`config.mk`:
```
export PLATFORM = sky130hd
export DESIGN_NAME = nonce_scheduler
export DESIGN_NICKNAME = d
export VERILOG_FILES = /design/src/rtl/nonce_sched_pkg.sv /design/src/rtl/nonce_gen.sv /design/src/rtl/nonce_scheduler.sv
export SDC_FILE = /design/constraint.sdc
export NUM_CORES = 1
export LEC_CHECK = 0
export ABC_CLOCK_PERIOD_IN_PS = 7380
export CORE_MARGIN = 2
export CORE_UTILIZATION = 50
export CTS_BUF_LIST = sky130_fd_sc_hd__clkbuf_16
export DETAILED_ROUTE_END_ITERATION = 7
export GPL_TIMING_DRIVEN = 1
export PLACE_DENSITY = 0.86
export SKIP_LAST_GASP = 1
export SLEW_MARGIN = 5
export SYNTH_ARGS = -nofsm -noshare
export SYNTH_HDL_FRONTEND = slang
export SYNTH_SLANG_ARGS = --single-unit
```
`constraint.sdc`:
```
create_clock -name clk -period 7.38 [get_ports clk]
set_input_delay 1.476 -clock clk [delete_from_list [all_inputs] [get_ports clk]]
set_output_delay 1.476 -clock clk [all_outputs]
set_load 0.02 [all_outputs]
```
`src/rtl/nonce_sched_pkg.sv`:
```
// Shared types and default widths for the nonce scheduler and its helpers.
package nonce_sched_pkg;

  localparam int NONCE_W_DEF      = 32;
  localparam int BOUNTY_W_DEF     = 24;
  localparam int IDX_W_DEF        = 2;
  localparam int MAX_INFLIGHT_DEF = 4;

  typedef enum logic [2:0] {
    S_IDLE,
    S_ISSUE,
    S_DRAIN,
    S_REPORT,
    S_DONE
  } state_t;

endpackage

```
`src/rtl/nonce_gen.sv`:
```
// Next-nonce counter for one work entry. It advances on each accepted core
// request and raises a sticky exhausted flag once the limit nonce has been
// issued, so an all-ones limit never wraps back to zero.
module nonce_gen
  import nonce_sched_pkg::*;
#(
  parameter int NONCE_W = NONCE_W_DEF
) (
  input  logic               clk,
  input  logic               reset,
  input  logic               load,
  input  logic               adv,
  input  logic [NONCE_W-1:0] limit,
  output logic [NONCE_W-1:0] nonce,
  output logic               exhausted
);

  // Counter and exhausted flag; load restarts the entry at nonce 0.
  // NOTE: reset is synchronous, so it is just the highest-priority branch
  // inside the clocked block rather than part of the sensitivity list.
  always_ff @(posedge clk) begin
    if (reset || load) begin
      nonce     <= '0;
      exhausted <= 1'b0;
    end else if (adv && !exhausted) begin
      if (nonce == limit) begin
        exhausted <= 1'b1;
      end else begin
        nonce <= nonce + 1'b1;
      end
    end
  end

endmodule

```
`src/rtl/nonce_scheduler.sv`:
```
// Sequences one pipelined hash core over up to four work entries, stops an
// entry on its first hash below target, drains outstanding requests and
// reports one result per entry downstream.
module nonce_scheduler
  import nonce_sched_pkg::*;
#(
  parameter int NONCE_W      = NONCE_W_DEF,
  parameter int BOUNTY_W     = BOUNTY_W_DEF,
  parameter int IDX_W        = IDX_W_DEF,
  parameter int MAX_INFLIGHT = MAX_INFLIGHT_DEF
) (
  input  logic                clk,
  input  logic                reset,
  input  logic                start,
  input  logic [IDX_W-1:0]    num_entradas,
  input  logic [7:0]          target,
  input  logic [NONCE_W-1:0]  nonce_limit,
  output logic [IDX_W-1:0]    ent_idx,
  input  logic [BOUNTY_W-1:0] ent_bounty,
  output logic                core_valid,
  input  logic                core_ready,
  output logic [BOUNTY_W-1:0] core_bounty,
  output logic [NONCE_W-1:0]  core_nonce,
  input  logic                rsp_valid,
  input  logic [NONCE_W-1:0]  rsp_nonce,
  input  logic [7:0]          rsp_hash_msb,
  output logic                res_valid,
  input  logic                res_ready,
  output logic [IDX_W-1:0]    res_idx,
  output logic [NONCE_W-1:0]  res_nonce,
  output logic [BOUNTY_W-1:0] res_bounty,
  output logic                res_found,
  output logic                busy,
  output logic                fin
);

  localparam int               CNT_W   = $clog2(MAX_INFLIGHT + 1);
  localparam logic [CNT_W-1:0] MAX_CNT = CNT_W'(MAX_INFLIGHT);

  state_t              state, state_nxt;
  logic [IDX_W-1:0]    cfg_num;
  logic [7:0]          cfg_target;
  logic [NONCE_W-1:0]  cfg_limit;
  logic [CNT_W-1:0]    inflight;
  logic [NONCE_W-1:0]  next_nonce;
  logic                exhausted;
  logic                issue_hs, rsp_hit, start_ok, res_hs, next_entry, gen_load;

  assign issue_hs   = core_valid && core_ready;
  assign rsp_hit    = rsp_valid && (rsp_hash_msb < cfg_target);
  assign start_ok   = start && (state == S_IDLE || state == S_DONE);
  assign res_hs     = res_valid && res_ready;
  assign next_entry = (state == S_REPORT) && res_hs && (ent_idx != cfg_num);
  assign gen_load   = start_ok || next_entry;
  assign res_idx    = ent_idx;

  nonce_gen #(.NONCE_W(NONCE_W)) u_gen (
    .clk       (clk),
    .reset     (reset),
    .load      (gen_load),
    .adv       (issue_hs),
    .limit     (cfg_limit),
    .nonce     (next_nonce),
    .exhausted (exhausted)
  );

  // Next-state decode and Moore outputs of the entry sequencer.
  // NOTE: every signal gets a default before the case so no path leaves one
  // unassigned, which would otherwise infer a latch.
  always_comb begin
    state_nxt   = state;
    core_valid  = 1'b0;
    core_bounty = '0;
    core_nonce  = '0;
    res_valid   = 1'b0;
    busy        = 1'b0;
    fin         = 1'b0;
    case (state)
      S_IDLE, S_DONE: begin
        fin = (state == S_DONE);
        if (start) state_nxt = S_ISSUE;
      end
      S_ISSUE: begin
        busy        = 1'b1;
        core_valid  = (inflight < MAX_CNT) && !exhausted;
        core_bounty = ent_bounty;
        core_nonce  = next_nonce;
        if (rsp_hit) state_nxt = S_DRAIN;
        else if (exhausted && inflight == '0) state_nxt = S_REPORT;
      end
      S_DRAIN: begin
        busy = 1'b1;
        if (inflight == '0) state_nxt = S_REPORT;
      end
      S_REPORT: begin
        busy      = 1'b1;
        res_valid = 1'b1;
        if (res_hs) state_nxt = (ent_idx == cfg_num) ? S_DONE : S_ISSUE;
      end
      default: state_nxt = S_IDLE;
    endcase
  end

  // State, configuration, in-flight count and result registers.
  // NOTE: all state updates use non-blocking assignments so every register
  // sees the pre-edge values of the others, independent of statement order.
  always_ff @(posedge clk) begin
    if (reset) begin
      state      <= S_IDLE;
      ent_idx    <= '0;
      cfg_num    <= '0;
      cfg_target <= '0;
      cfg_limit  <= '0;
      inflight   <= '0;
      res_nonce  <= '0;
      res_bounty <= '0;
      res_found  <= 1'b0;
    end else begin
      state <= state_nxt;

      // A response with nothing outstanding is a protocol error; hold at 0.
      case ({issue_hs, rsp_valid && inflight != '0})
        2'b10:   inflight <= inflight + 1'b1;
        2'b01:   inflight <= inflight - 1'b1;
        default: inflight <= inflight;
      endcase

      if (start_ok) begin
        cfg_num    <= num_entradas;
        cfg_target <= target;
        cfg_limit  <= nonce_limit;
        ent_idx    <= '0;
        res_found  <= 1'b0;
      end

      // Hits only latch in ISSUE, so responses drained later never overwrite.
      if (state == S_ISSUE && rsp_hit) begin
        res_nonce <= rsp_nonce;
        res_found <= 1'b1;
      end else if (state == S_ISSUE && exhausted && inflight == '0) begin
        res_nonce <= cfg_limit;
        res_found <= 1'b0;
      end

      if (state != S_REPORT && state_nxt == S_REPORT) res_bounty <= ent_bounty;

      if (next_entry) begin
        ent_idx   <= ent_idx + 1'b1;
        res_found <= 1'b0;
      end
    end
  end

endmodule

```
==> qor.yml <==
status: "complete, no violations"
placementRows: 43
synth_area_sq_um: 6960
skew_ns: 0.00973
start_kind: "register"
floorplan.initialDensity_pct: 50.7
seq_area_sq_um: 2800
place_area_sq_um: 9320
synth_seq_cells: 140
num_io_pins: 233
die_x_um: 122
min_from: "cfg_target[2]"
r2r_slack_ns: 4.00
antenna_left: 0
clock_latency_ns: 0.42
instances_no_fill: 1232
cts_repair_resize_count: 0
fin_area_sq_um: 9880
synth-main-ff-cell: "dfxtp_1"
yosysUniqueCellTypes: 56
via_count: 6736
root_buffer: "clkbuf_16"
final_cell_mix: "clkdlybuf4s50_1, nand2_1, dfxtp_1"
ir_drop_uv: 149
cp_max_fo: 35
placed_cells: 1200
yosysSeqAreaShare_pct: 40.3
slew_viol_final: 0
async_flop_share_pct: 0
clockBufferDepth: 2
finalSetupTns_ns: 0
cap_violations: 0
synth_area_leader_cell: "dfxtp_1"
syn_inst: 835
antenna-diode-count: 0
cts_tree: "built"
port-buffer-count: 232
synth-edff-count: 0
yosys_warnings: 0
num-nets-final: 1161
leakagePower_nw: 3.97
wl_per_cell_um: 16.7
end_kind: "primary output"
postCtsHoldBufs: 0
synth_top_area_share_pct: 40.3
synthTopCellsByArea: "dfxtp_1, nand2_1, mux2i_1, and2_1, xor2_1"
antenna_found_initial: 1
die_h_um: 122
startpoint: "state[0]"
vias_per_cell: 5.47
cp.arrival_ns: 2.92
whs_path_depth: 2
grt_pass1_wl_um: 31700
initialDrtViolationCount: 576
crit_required_ns: 5.90
overflow: 0
synth_fp_nets: 957
r2r_start: "state[0]"
clk_pin_slew_ns: 0.05
fin_crit_ns: 4.39
layout-drive-gt1-share_pct: 5.13
track_usage_pct: 27.5
worstHoldPathType: "reg -> reg"
layout_commonest_cell: "clkdlybuf4s50_1"
fp.coreArea_sq_um: 13700
worstRegToRegCells: 6
grt_pass1_vias: 6161
totalWireLength_um: 20500
grt_max_degree: 88
rsz0062_at_grt: "false"
first_pass_iters: 5
relSlewSlack_pct: 31.6
cts_setup_buffers: 0
reg2reg_to: "u_gen.nonce[24]"
power_density_nw_per_um2: 199
place_congestion: 0.885
clock-sinks: 140
h-tree-depth: 4
dieArea_sq_um: 14900
cts_inserted_buffers: 17
path_class: "reg -> out"
area_growth_syn_to_layout_pct: 41.9
drc: 0
hold_viol: 0
setup_violations: 0
post-route-period-util_pct: 59.5
worstMarginPinSlew_ns: 1.02
multi_input_area_sq_um: 3830
min_to: "cfg_target[2]"
nFillCells: 1075
dp_hpwl_um: 14700
max_freq_mhz: 228
syn_avg_cell_area_sq_um: 8.33
==> cell usage after synthesis (all sizes together) (2+ instances only) <==
master,instances
mux2i,41
o21ai,17
a31oi,3
nor3b,20
nand2b,5
nor2b,2
o21a,4
inv,17
or3,11
o41ai,2
nor4,11
nand2,160
buf,28
and4,2
nand4,11
nor3,12
xor2,40
ha,9
and2,58
a211o,18
dfxtp,140
xnor2,3
a211oi,15
o2111ai,3
nor2,41
and3,20
clkbuf,30
nand3,11
o211ai,8
o311ai,2
o31ai,6
or4,8
a21oi,67
==> through the flow <==
stage	hold slack [ns]	util [%]	power (W)	worst slack [ns]
finish	0.454	72.0	0.00197	2.99
global placement	0.442	67.9	0.00116	3.17
floorplan	0.436	-	0.00101	4.03
global route	0.474	72.0	0.00204	2.77
CTS	0.454	72.0	0.00197	2.94
detailed placement	0.447	67.9	0.00116	3.17
==> final cells by class <==
class                   instances  share of cell area [%]
clock inverters                15                    1.37
flip-flops and latches        140                    28.4
well taps                     180                    2.28
repair buffers                243                    24.3
multi-input cells             620                    38.7
inverters                      17                   0.646
clock buffers                  17                    4.31
==> state kept, by name, indices dropped and copies added, names as in the netlist <==
register	flops
cfg_limit	32
res_nonce	32
u_gen.nonce	32
res_bounty	24
cfg_target	8
inflight	3
state	3
cfg_num	2
ent_idx	2
res_found	1
u_gen.exhausted	1
==> logic make-up after synthesis <==
family / count (synthesis) / share of synthesized area (%)
buf+inv: 75 / 5.00
fa+ha+maj: 10 / 1.91
flops: 140 / 40.3
xor+xnor: 43 / 5.41
mux: 41 / 5.90
simple gates: 375 / 27.4
compound gates: 151 / 14.1
==> critical path: stages, from the launching register on <==
cell	delay, ns
dfxtp_1	0.53
nor3b_4	0.72
buf_4	0.43
and2_1	0.17
clkdlybuf4s50_1	0.64
==> report_power, final <==
group	total [W]	internal, W	switching [W]
Clock	0.000815	0.000490	0.000325
Combinational	0.000330	0.000156	0.000175
Sequential	0.000820	0.000789	0.0000314
Total	0.00197	0.00143	0.000531
==> worst max-delay path by stage <==
stage                     end  cells after the start
6_report       core_nonce[15]                      4
5_1_grt         core_nonce[1]                      4
4_1_cts         core_nonce[3]                      4
3_5_place_dp   core_bounty[0]                      3
3_3_place_gp   core_bounty[0]                      3
2_1_floorplan  res_bounty[10]                      8
==> layer usage <==
layer | routed length [um] | track usage [%] | part of all wire [%] | vias up
li1 | - | - | - | 3293
met1 | 8450 | 35.1 | 41 | 3098
met2 | 9480 | 44.3 | 46 | 301
met3 | 2010 | 7.77 | 9.8 | 42
met4 | 568 | 10.3 | 2.8 | 2
met5 | 13 | 0 | 0.063 | -
Power figures use the tool's default switching activity.
